$ cat src/rtl/uart_arb_pkg.sv
// uart_arb_pkg: shared types, widths and pointer-wrap helper for the UART TX arbiter
package uart_arb_pkg;
  localparam int UART_ARB_MAX_REQ = 4;
  localparam int UART_ARB_DATA_W = 8;
  typedef enum logic [2:0] {IDLE, LOAD, START, WAIT_BUSY, WAIT_DONE} arb_state_t;
  function automatic int unsigned wrap_inc(input int unsigned id, input int unsigned n);
    return (id + 32'd1 == n) ? 32'd0 : id + 32'd1;
  endfunction
endpackage

$ cat src/rtl/rr_select.sv
// rr_select: picks the first valid requester at or after rr_ptr, searching cyclically
module rr_select #(
  parameter int NUM_REQ = 2
) (
  input  logic [NUM_REQ-1:0]         req_valid,
  input  logic [$clog2(NUM_REQ)-1:0] rr_ptr,
  output logic                       any_valid,
  output logic [$clog2(NUM_REQ)-1:0] winner_id
);
  localparam int IW = $clog2(NUM_REQ);
  logic [NUM_REQ-1:0] rot;
  logic [IW-1:0] off;
  logic [IW:0] sum;
  assign any_valid = |req_valid;
  // Rotating within NUM_REQ bits keeps the wrap correct for non-power-of-two counts
  always_comb begin
    rot = NUM_REQ'({req_valid, req_valid} >> rr_ptr);
    off = '0;
    for (int k = NUM_REQ - 1; k >= 0; k--) if (rot[k]) off = IW'(k);
    sum = {1'b0, rr_ptr} + {1'b0, off};
    winner_id = (sum >= (IW + 1)'(NUM_REQ)) ? IW'(sum - (IW + 1)'(NUM_REQ)) : IW'(sum);
  end
endmodule

$ cat src/rtl/uart_tx_arbiter.sv
// uart_tx_arbiter: message-granular round-robin sharing of one UART TX; UART_ARB_TIMEOUT_EN adds stalled-grant release
module uart_tx_arbiter
  import uart_arb_pkg::*;
#(
  parameter int NUM_REQ = 2,
  parameter int TIMEOUT_CYCLES = 4800
) (
  input  logic                              clk_48mhz,
  input  logic                              reset,
  input  logic [NUM_REQ-1:0]                req_valid,
  input  logic [NUM_REQ*UART_ARB_DATA_W-1:0] req_data,
  input  logic [NUM_REQ-1:0]                req_last,
  output logic [NUM_REQ-1:0]                req_ready,
  output logic [UART_ARB_DATA_W-1:0]        tx_data,
  output logic                              tx_start,
  input  logic                              tx_busy,
  output logic                              grant_valid,
  output logic [$clog2(NUM_REQ)-1:0]        grant_id,
  output logic                              timeout
);
  localparam int IW = $clog2(NUM_REQ);
  arb_state_t state, state_d;
  logic [IW-1:0] rr_ptr, winner_id;
  logic any_valid, last_q, accept, expire, release_grant;

  rr_select #(.NUM_REQ(NUM_REQ)) u_sel (
    .req_valid(req_valid),
    .rr_ptr(rr_ptr),
    .any_valid(any_valid),
    .winner_id(winner_id)
  );

  assign accept = state == LOAD && req_valid[grant_id];
  assign release_grant = (state == WAIT_DONE && !tx_busy && last_q) || expire;
  assign req_ready = (state == LOAD) ? req_valid & (NUM_REQ'(1) << grant_id) : '0;
  assign tx_start = state == START;

`ifdef UART_ARB_TIMEOUT_EN
  localparam int CW = $clog2(TIMEOUT_CYCLES + 1);
  logic [CW-1:0] cnt;
  assign expire = state == LOAD && !accept && cnt == CW'(TIMEOUT_CYCLES);
  assign timeout = expire;
  // Outside LOAD the count sits at zero, so every LOAD entry starts fresh
  always_ff @(posedge clk_48mhz or negedge reset)
    if (!reset) cnt <= '0;
    else cnt <= (state == LOAD && !accept && !expire) ? cnt + 1'b1 : '0;
`else
  assign expire = 1'b0;
  assign timeout = 1'b0;
`endif

  always_ff @(posedge clk_48mhz or negedge reset)
    if (!reset) state <= IDLE;
    else state <= state_d;

  always_comb begin
    state_d = state;
    case (state)
      IDLE:      state_d = any_valid ? LOAD : IDLE;
      LOAD:      state_d = accept ? START : expire ? IDLE : LOAD;
      START:     state_d = WAIT_BUSY;
      WAIT_BUSY: state_d = tx_busy ? WAIT_DONE : WAIT_BUSY;
      WAIT_DONE: state_d = tx_busy ? WAIT_DONE : last_q ? IDLE : LOAD;
      default:   state_d = IDLE;
    endcase
  end

  always_ff @(posedge clk_48mhz or negedge reset)
    if (!reset) begin
      grant_id <= '0;
      grant_valid <= 1'b0;
      rr_ptr <= '0;
      tx_data <= '0;
      last_q <= 1'b0;
    end else begin
      if (state == IDLE && any_valid) begin
        grant_id <= winner_id;
        grant_valid <= 1'b1;
      end
      if (accept) begin
        tx_data <= req_data[grant_id*UART_ARB_DATA_W +: UART_ARB_DATA_W];
        last_q <= req_last[grant_id];
      end
      if (release_grant) begin
        rr_ptr <= IW'(wrap_inc(32'(grant_id), NUM_REQ));
        grant_valid <= 1'b0;
      end
    end
endmodule

$ cat config.mk
export PLATFORM = sky130hd
export DESIGN_NAME = uart_tx_arbiter
export DESIGN_NICKNAME = d
export VERILOG_FILES = /design/src/rtl/uart_arb_pkg.sv /design/src/rtl/rr_select.sv /design/src/rtl/uart_tx_arbiter.sv
export SDC_FILE = /design/constraint.sdc
export NUM_CORES = 1
export LEC_CHECK = 0
export ABC_AREA = 1
export ABC_CLOCK_PERIOD_IN_PS = 1600
export CAP_MARGIN = 20
export CORE_ASPECT_RATIO = 0.75
export CORE_MARGIN = 2
export CORE_UTILIZATION = 42
export DETAILED_ROUTE_END_ITERATION = 8
export PLACE_DENSITY = 0.79
export SLEW_MARGIN = 40
export SYNTH_ARGS = -nofsm -noshare
export SYNTH_HDL_FRONTEND = slang
export SYNTH_HIERARCHICAL = 1
export SYNTH_SLANG_ARGS = --single-unit
$ cat constraint.sdc
create_clock -name clk_48mhz -period 1.6 [get_ports clk_48mhz]
set_clock_uncertainty 0.05 [all_clocks]
set_input_delay 0.16 -clock clk_48mhz [delete_from_list [all_inputs] [get_ports clk_48mhz]]
set_output_delay 0.16 -clock clk_48mhz [all_outputs]
set_load 0.005 [all_outputs]
### Yosys cells after proc, flatten, opt, wreduce, memory -nomap -nowiden

Cells that the tools add are included.

* add/subtract/negate cells: 3
* order comparisons: 2
* eq/ne operators: 5
* shift operators: 3
* multiplexer cells: 17
* bitwise gates (word level): 1
* reductions and logical operators: 8

Operators by type and width (count)
* indexed part select 16 x 5 -> 8 bit: 1
* case mux 3 bit (5 select lines): 1
* 2-to-1 mux 1 bit: 12
* == test 3 x 2 -> 1 bit (second input constant): 2
* 2-to-1 mux 3 bit: 2
* logical AND 1 bit: 4
* 2-to-1 mux 2 bit: 2
* right shift 4 x 1 -> 2 bit: 1
* == test 3 x 1 -> 1 bit (second input constant): 1
* == test 3 bit (second input constant): 1
* logical NOT 3 bit: 1
* adder 1 x 1 -> 2 bit: 1
* adder 1 x 1 -> 2 bit (second input constant): 1
* AND 2 bit: 1
* == test 2 bit (second input constant): 1
* >= comparator 2 bit (second input constant): 1
* less-than comparator 1 x 2 -> 1 bit (second input constant): 1
* nonzero test 2 bit: 1
* OR reduction 2 bit: 1
* << shifter 1 x 1 -> 2 bit (first input constant): 1
* logical NOT 1 bit: 1
* subtractor 1 bit (second input constant): 1

* register bits after elaboration: 15

### Depth between registers and ports, before layout

Gate-level depths: netlist of run 1.

* depth in word-level cells: 6
* gate-level depth with buffers: 7

### Cells and area by module

The synthesis of run 1 kept the hierarchy.

Modules (own cells, without submodules)
* uart_tx_arbiter: instances 1, cells each 119, area each 863.3 um^2, sequential area each 375.4 um^2
* rr_select: instances 1, cells each 4, area each 18.8 um^2, sequential area each 0.0 um^2

### Worst setup path after synthesis of run 1

OpenSTA, ideal clock, no wires.

* path kind: reg2reg
* start point: reg grant_id
* end point: reg tx_data[0]
* setup time: 116 ps
* arrival time: 903 ps
* data required time: 1434 ps
* path slack: 531 ps
* stages on the path, launching flop included: 7
* buffers on the path: 2
* clock period less this slack: 1069 ps
* cell sequence: dfrtp_1 -> buf_6 -> nand2_4 -> nand2_4 -> buf_12 -> nand3_1 -> nand2_1

* cells in the longest elaborated chain, start to end: 3

RTL lines
* start: declaration: line uart_tx_arbiter.sv:18 `output logic [$clog2(NUM_REQ)-1:0] grant_id,`
* start signal: assignment: line uart_tx_arbiter.sv:77 `grant_id <= winner_id;`
* parallel branches: the longest is 3 deep, another holds indexed part select 16 x 5 -> 8 bit
* end signal: assignment: line uart_tx_arbiter.sv:81 `tx_data <= req_data[grant_id*UART_ARB_DATA_W +: UART_ARB_DATA_W];`
* end: declaration: line uart_tx_arbiter.sv:14 `output logic [UART_ARB_DATA_W-1:0] tx_data,`

Several ways; the timed one is not identified. The select of a mux whose other input is x is not followed.
A chain may end at the register's enable or synchronous reset.

### Final worst setup path of run 1

* start point: reg grant_id
* end point: out grant_id

No word-level cell between the ends.

==> reports/qor.txt, run 1 <==
status = completed
most frequent cell after synthesis = nand2_1
number of max-cap violations = 0
ranking of synthesized cells by area = dfrtp_1 43%, nand2_1 24%, nand3_1 6.8%
vias in the first global route = 814
Final Slew Violations = 0
DRC violations left = 0
final RePlAce weighted congestion = 0.7937
IO Pins = 37
Die Y = 43.69 um
Synthesis Warnings = 6
Top FF cell, synth = dfrtp_1
clock transition at the registers of the reported paths = 100 ps
Synth Net Count = 146
PD cells = 1590 nW/um^2
synth cell count leaders = 57 x nand2_1, 15 x dfrtp_1, 12 x nand3_1
share of cells above drive strength 1 = 14.88%
Clock Sinks = 15
drt wl/cell = 10.87 um
Peak Freq = 651.5 MHz
P_leak = 0.0007265 uW
Net Sw Power = 862.4 uW
# nets final = 192
first-pass GRT wire length = 3470 um
DR vias = 880
worst hold path class = input port to asynchronous set/reset pin
CP startpoint kind = flip-flop
clk_lat worst skew = 280 ps
Final ANT Viol Nets = 0
violation count after the first detailed-route iteration = 14
post-synthesis register bit count = 15
Overflow after GRT = 0
part of the cycle the worst path needs = 95.94%
dominant cell type by area after synthesis = dfrtp_1
final setup vio count = 0
share of the synthesized area in the top cell type = 42.55%
Max IR drop VDD = 0.8934 mV
CP arrival = 1320 ps
WP data required = 1390 ps
Sw Share = 40.78%
Final min period = 1535 ps
row count = 14
hpwl dp = 1599 um
H-tree Lvls = 1
synth-to-layout area growth = 50.78%
All-Layer GR Usage = 18.20%
sequential area share after synthesis = 42.55%
clk buf depth = 2
Post-Syn Area = 882.1 um^2
Int Pwr = 1252 uW
Hold Slack = 124.6 ps
Post-synth EDFFs = 0
routed wire length = 2087 um
Unique masters post-synth = 19
endpoint type of the worst setup path = output pin
Clock power frac = 10.6%
Syn Inst Count = 123
First-pass DRT Iterations = 4
core area = 1997 um^2
CTS tree = done
pin count of the biggest net entering global routing = 16
Root Buffer Master = clkbuf_4
critical path type = flip-flop to output pin
ANT cells = 0
CP max FO = 3
RSZ-0062 raised after global routing = false
die area = 2487 um^2
Hold Vio Cnt, Final = 0
Setup TNS = 0 ps
Buffers on Ports = 35
Hold-fix buffers, CTS = 0
die width = 56.92 um
Initial Utilization = 44.17%
TritonCTS buffer count = 3
Async SR Flop Fraction = 100.0%
Via density = 4.583
register share of total power = 30.6%
initial antenna violation count = 0
Logic pwr share = 58.9%
mean post-synth cell area = 7.172 um^2
[final timing paths]
path | start | depth (start not counted) | slack (ps) | endpoint
min in group clk_48mhz | tx_busy | 3 | 420 | state[2]
setup / recovery | grant_id | 2 | 70 | grant_id
max in group asynchronous | reset | 2 | 1200 | state[2]
hold reg to reg | tx_data[7] | 2 | 430 | tx_data[7]
hold / removal | reset | 2 | 120 | grant_id
setup reg to reg | grant_id | 7 | 340 | tx_data[4]
[stage by stage]
step | utilization (%) | area [um^2] | instances | power (uW) | setup WS, ps
global route | 66.60 | 1330 | 192 | 2302 | 4.043
detailed placement | 62.91 | 1256 | 183 | 1785 | -7.128
floorplan | - | 882.1 | 123 | 1356 | 530.6
global placement | 62.91 | 1256 | 183 | 1761 | 19.89
CTS | 66.60 | 1330 | 192 | 2127 | 50.35
finish | 66.60 | 1330 | 192 | 2115 | 65.04
[cell type report]
cell class | count | area (um^2)
fill | 174 | 666.9
timing repair buffer | 45 | 434.2
multi-input combinational | 92 | 415.4
sequential | 15 | 375.4
inverter | 12 | 47.55
tap | 24 | 30.03
clock buffer | 3 | 22.52
clock inverter | 1 | 5.005
[registers in the layout, summed over array words and instances (netlist names)]
name and cells:
tx_data 8, state 3, grant_id 1, grant_valid 1
last_q 1, rr_ptr 1
[placed cells by master, fill, tap and decap left out, types with 3 or more instances in the layout]
master,netlist,routed
dlygate4sd2_1,0,3
inv_2,1,3
a21oi_1,3,3
nand2_1,57,57
nand2_4,3,3
inv_1,10,8
nor2_1,11,11
dfrtp_1,15,15
nand3_1,12,12
buf_4,1,9
clkbuf_4,0,3
clkdlybuf4s50_1,0,32
[metal layers]
layer | track usage (%) | wire, um | up-vias
met3 | 4.179 | 91 | 2
met4 | 3.256 | 6 | 0
li1 | - | - | 464
met5 | 0 | 0 | -
met2 | 31.49 | 1088 | 23
met1 | 23.87 | 902 | 391
[power groups by stage]
stage | clock network [uW] | registers, uW | logic [uW]
after floorplan | 0 | 649 | 706
after global placement | 0 | 659 | 1100
after detailed placement | 0 | 660 | 1120
after CTS | 232 | 646 | 1250
after global routing | 252 | 667 | 1380
final | 223 | 646 | 1240
[cell families after synthesis]
family / share of synthesized area [%]
other: 0.4251
DFF: 42.55
AOI/OAI and AO/OA: 1.702
and+or+nand+nor: 44.97
buffers and inverters: 10.35
[what timing repair did]
action,in CTS,in global routing
gates resized for setup,5,0
setup endpoints to repair,3,0
setup buffers,5,0
[worst max-delay path, stage by stage, from the launching register on]
cell             delay [ps]
dfrtp_1                 430
buf_12                  130
clkdlybuf4s50_1         490
Power figures use the tool's default switching activity.
==> run 2, diff against run 1 <==
--- a/config.mk
+++ b/config.mk
@@ -6,12 +6,12 @@
 export NUM_CORES = 1
 export LEC_CHECK = 0
 export ABC_AREA = 1
-export ABC_CLOCK_PERIOD_IN_PS = 1600
 export CAP_MARGIN = 20
 export CORE_ASPECT_RATIO = 0.75
 export CORE_MARGIN = 2
 export CORE_UTILIZATION = 42
 export DETAILED_ROUTE_END_ITERATION = 8
+export HOLD_SLACK_MARGIN = 0.02
 export PLACE_DENSITY = 0.79
 export SLEW_MARGIN = 40
 export SYNTH_ARGS = -nofsm -noshare
==> results of run 2 <==
Same layout as run 1: the final DEF is identical, and so are final timing and power.
==> run 3, diff against run 2 <==
--- a/config.mk
+++ b/config.mk
@@ -9,10 +9,10 @@
 export CAP_MARGIN = 20
 export CORE_ASPECT_RATIO = 0.75
 export CORE_MARGIN = 2
-export CORE_UTILIZATION = 42
+export CORE_UTILIZATION = 45
 export DETAILED_ROUTE_END_ITERATION = 8
 export HOLD_SLACK_MARGIN = 0.02
-export PLACE_DENSITY = 0.79
+export PLACE_DENSITY = 0.84
 export SLEW_MARGIN = 40
 export SYNTH_ARGS = -nofsm -noshare
 export SYNTH_HDL_FRONTEND = slang
==> run 3 against run 2 <==
Against the previous run: critical path depth down 1; sequential share of layout area is 0.79 points higher; highest routed layer unchanged; final cell count decreased by 2.1%.
==> reports/qor.txt, run 3 (synthesized netlist as in run 1, its figures left out) <==
status = completed
pin count of the biggest net entering global routing = 16 (unchanged)
Top reg by flops = tx_data
routed wire length = 2188 um (+4.8%)
hpwl dp = 1735 um (+8.5%)
Largest regs = tx_data x8, state x3
DRC violations left = 0 (unchanged)
final setup vio count = 0 (unchanged)
fill count = 148 (-15%)
WP data required = 1390 ps (about the same)
Sw Share = 41.89% (+1.1 points)
cells on worst reg2reg path = 7 (unchanged)
Net Sw Power = 853.2 uW (-1.1%)
clk_lat worst skew = 280 ps (about the same)
Buffers on Ports = 35 (unchanged)
Int Pwr = 1184 uW (-5.5%)
Critical Path Max Stage Delay = 550 ps (+60 ps)
violation count after the first detailed-route iteration = 15 (+1)
overall power = 2037 uW (-3.7%)
core area = 1789 um^2 (-10%)
CP max FO = 5 (+2)
CP arrival = 1300 ps (-20 ps)
Max IR drop VDD = 0.8849 mV (-0.95%)
H-tree Lvls = 1 (unchanged)
final RePlAce weighted congestion = 0.7737 (-2.5%)
Logic pwr share = 57.8% (-1.1 points)
slowest CP cell = clkdlybuf4s50_1
Via density = 4.718 (+2.9%)
First-pass DRT Iterations = 4 (unchanged)
RSZ-0062 raised after global routing = false
register share of total power = 31.7% (+1.1 points)
Overflow after GRT = 0 (unchanged)
Initial Utilization = 49.30% (+5.1 points)
number of max-cap violations = 0 (unchanged)
Final min period = 1510 ps (-25.44 ps)
share of cells above drive strength 1 = 14.46% (-0.42 points)
worst hold path class = input port to asynchronous set/reset pin
Hold-fix buffers, CTS = 0 (unchanged)
r2r startpoint = grant_id
Peak Freq = 662.5 MHz (+1.7%)
Clock power frac = 10.5% (about the same)
max reg flops = 8 (unchanged)
# nets final = 190 (-1.0%)
PD cells = 1574 nW/um^2 (-0.98%)
Final ANT Viol Nets = 0 (unchanged)
DR vias = 887 (+0.80%)
flop-to-flop setup slack = 270 ps (-70 ps)
vias in the first global route = 842 (+3.4%)
DP Cell Count = 181 (-1.1%)
part of the cycle the worst path needs = 94.35% (-1.6 points)
initial antenna violation count = 0 (unchanged)
critical path, cell by cell = clkdlybuf4s50_1
clock transition at the registers of the reported paths = 80 ps (-20 ps)
drt wl/cell = 11.64 um (+7.1%)
IO Pins = 37 (unchanged)
clk buf depth = 2 (unchanged)
commonest non-fill, non-tap cells in the layout = 57 x nand2_1, 32 x clkdlybuf4s50_1, 15 x dfrtp_1, 12 x nand3_1, 10 x nor2_1
Die Y = 42.34 um (-3.1%)
ANT cells = 0 (unchanged)
CP startpoint kind = flip-flop
Root Buffer Master = clkbuf_4
Multi-input gate area = 417.9 um^2 (+0.60%)
TritonCTS buffer count = 3 (unchanged)
Worst path top cell family by delay = buffers and inverters
All-Layer GR Usage = 21.32% (+3.1 points)
row count = 13 (-1)
endpoint type of the worst setup path = output pin
Hold Vio Cnt, Final = 0 (unchanged)
critical path type = flip-flop to output pin
die area = 2334 um^2 (-6.1%)
pre-CTS worst setup slack = -50.24 ps (-43.11 ps)
Storage cell area = 375.4 um^2 (unchanged)
Clock Sinks = 15 (unchanged)
final worst setup slack = 90.48 ps (+25.44 ps)
first-pass GRT wire length = 3463 um (-0.20%)
worst path buffer plus inverter count = 1 (-1)
synth-to-layout area growth = 46.67%
Setup TNS = 0 ps (unchanged)
Reg-to-Reg End = tx_data[4]
P_leak = 0.0007035 uW (-3.2%)
Hold Slack = 125.9 ps (+1.281 ps)
die width = 55.13 um (-3.1%)
Final Slew Violations = 0 (unchanged)
commonest non-fill, non-tap cell in the layout = nand2_1
CTS tree = done
non-filler cells, final = 188 (-2.1%)
run 3: repair_timing:
item / 4_1_cts / 5_1_grt
hold endpoints to repair: 0 / 0
buffers inserted: 3 / 0
setup endpoints to repair: 3 / 2
gates resized for setup: 4 / 5
run 3: worst max path at each step:
stage	start	to	slack (ps)	cells past startpoint
5_1_grt	grant_id	grant_id	50	1
6_report	grant_id	grant_id	90	1
2_1_floorplan	grant_id	tx_data[0]	530	6
3_5_place_dp	req_valid[1]	req_ready[1]	-50	4
4_1_cts	state[2]	req_ready[0]	10	5
3_3_place_gp	req_valid[1]	req_ready[1]	20	4
run 3: routing by layer:
| layer | wire length, um | global-route usage (%) | vias to the layer above |
|---|---|---|---|
| li1 | - | - | 455 |
| met1 | 887 | 24.38 | 398 |
| met2 | 1129 | 34.29 | 28 |
| met3 | 99 | 6.786 | 6 |
| met4 | 72 | 11.71 | 0 |
| met5 | 0 | 0 | - |
run 3: stage by stage:
step | area, um^2 | util (%)
3_3_place_gp | 1254 | 70.07
6_report | 1294 | 72.31
3_5_place_dp | 1254 | 70.07
5_1_grt | 1294 | 72.31
2_1_floorplan | 882.1 | -
4_1_cts | 1299 | 72.59
run 3: area by class of cell:
cell class | count | area share, %
inverter | 12 | 3.675
timing repair buffer | 43 | 30.85
clock buffer | 4 | 2.031
multi-input combinational | 92 | 32.30
tap | 22 | 2.128
sequential | 15 | 29.01
run 3: power by group through the flow:
stage | clock, uW | combinational [uW] | sequential (uW)
detailed placement | 0 | 1140 | 665
floorplan | 0 | 706 | 649
global placement | 0 | 1100 | 660
global route | 237 | 1310 | 659
CTS | 218 | 1180 | 643
finish | 214 | 1180 | 646
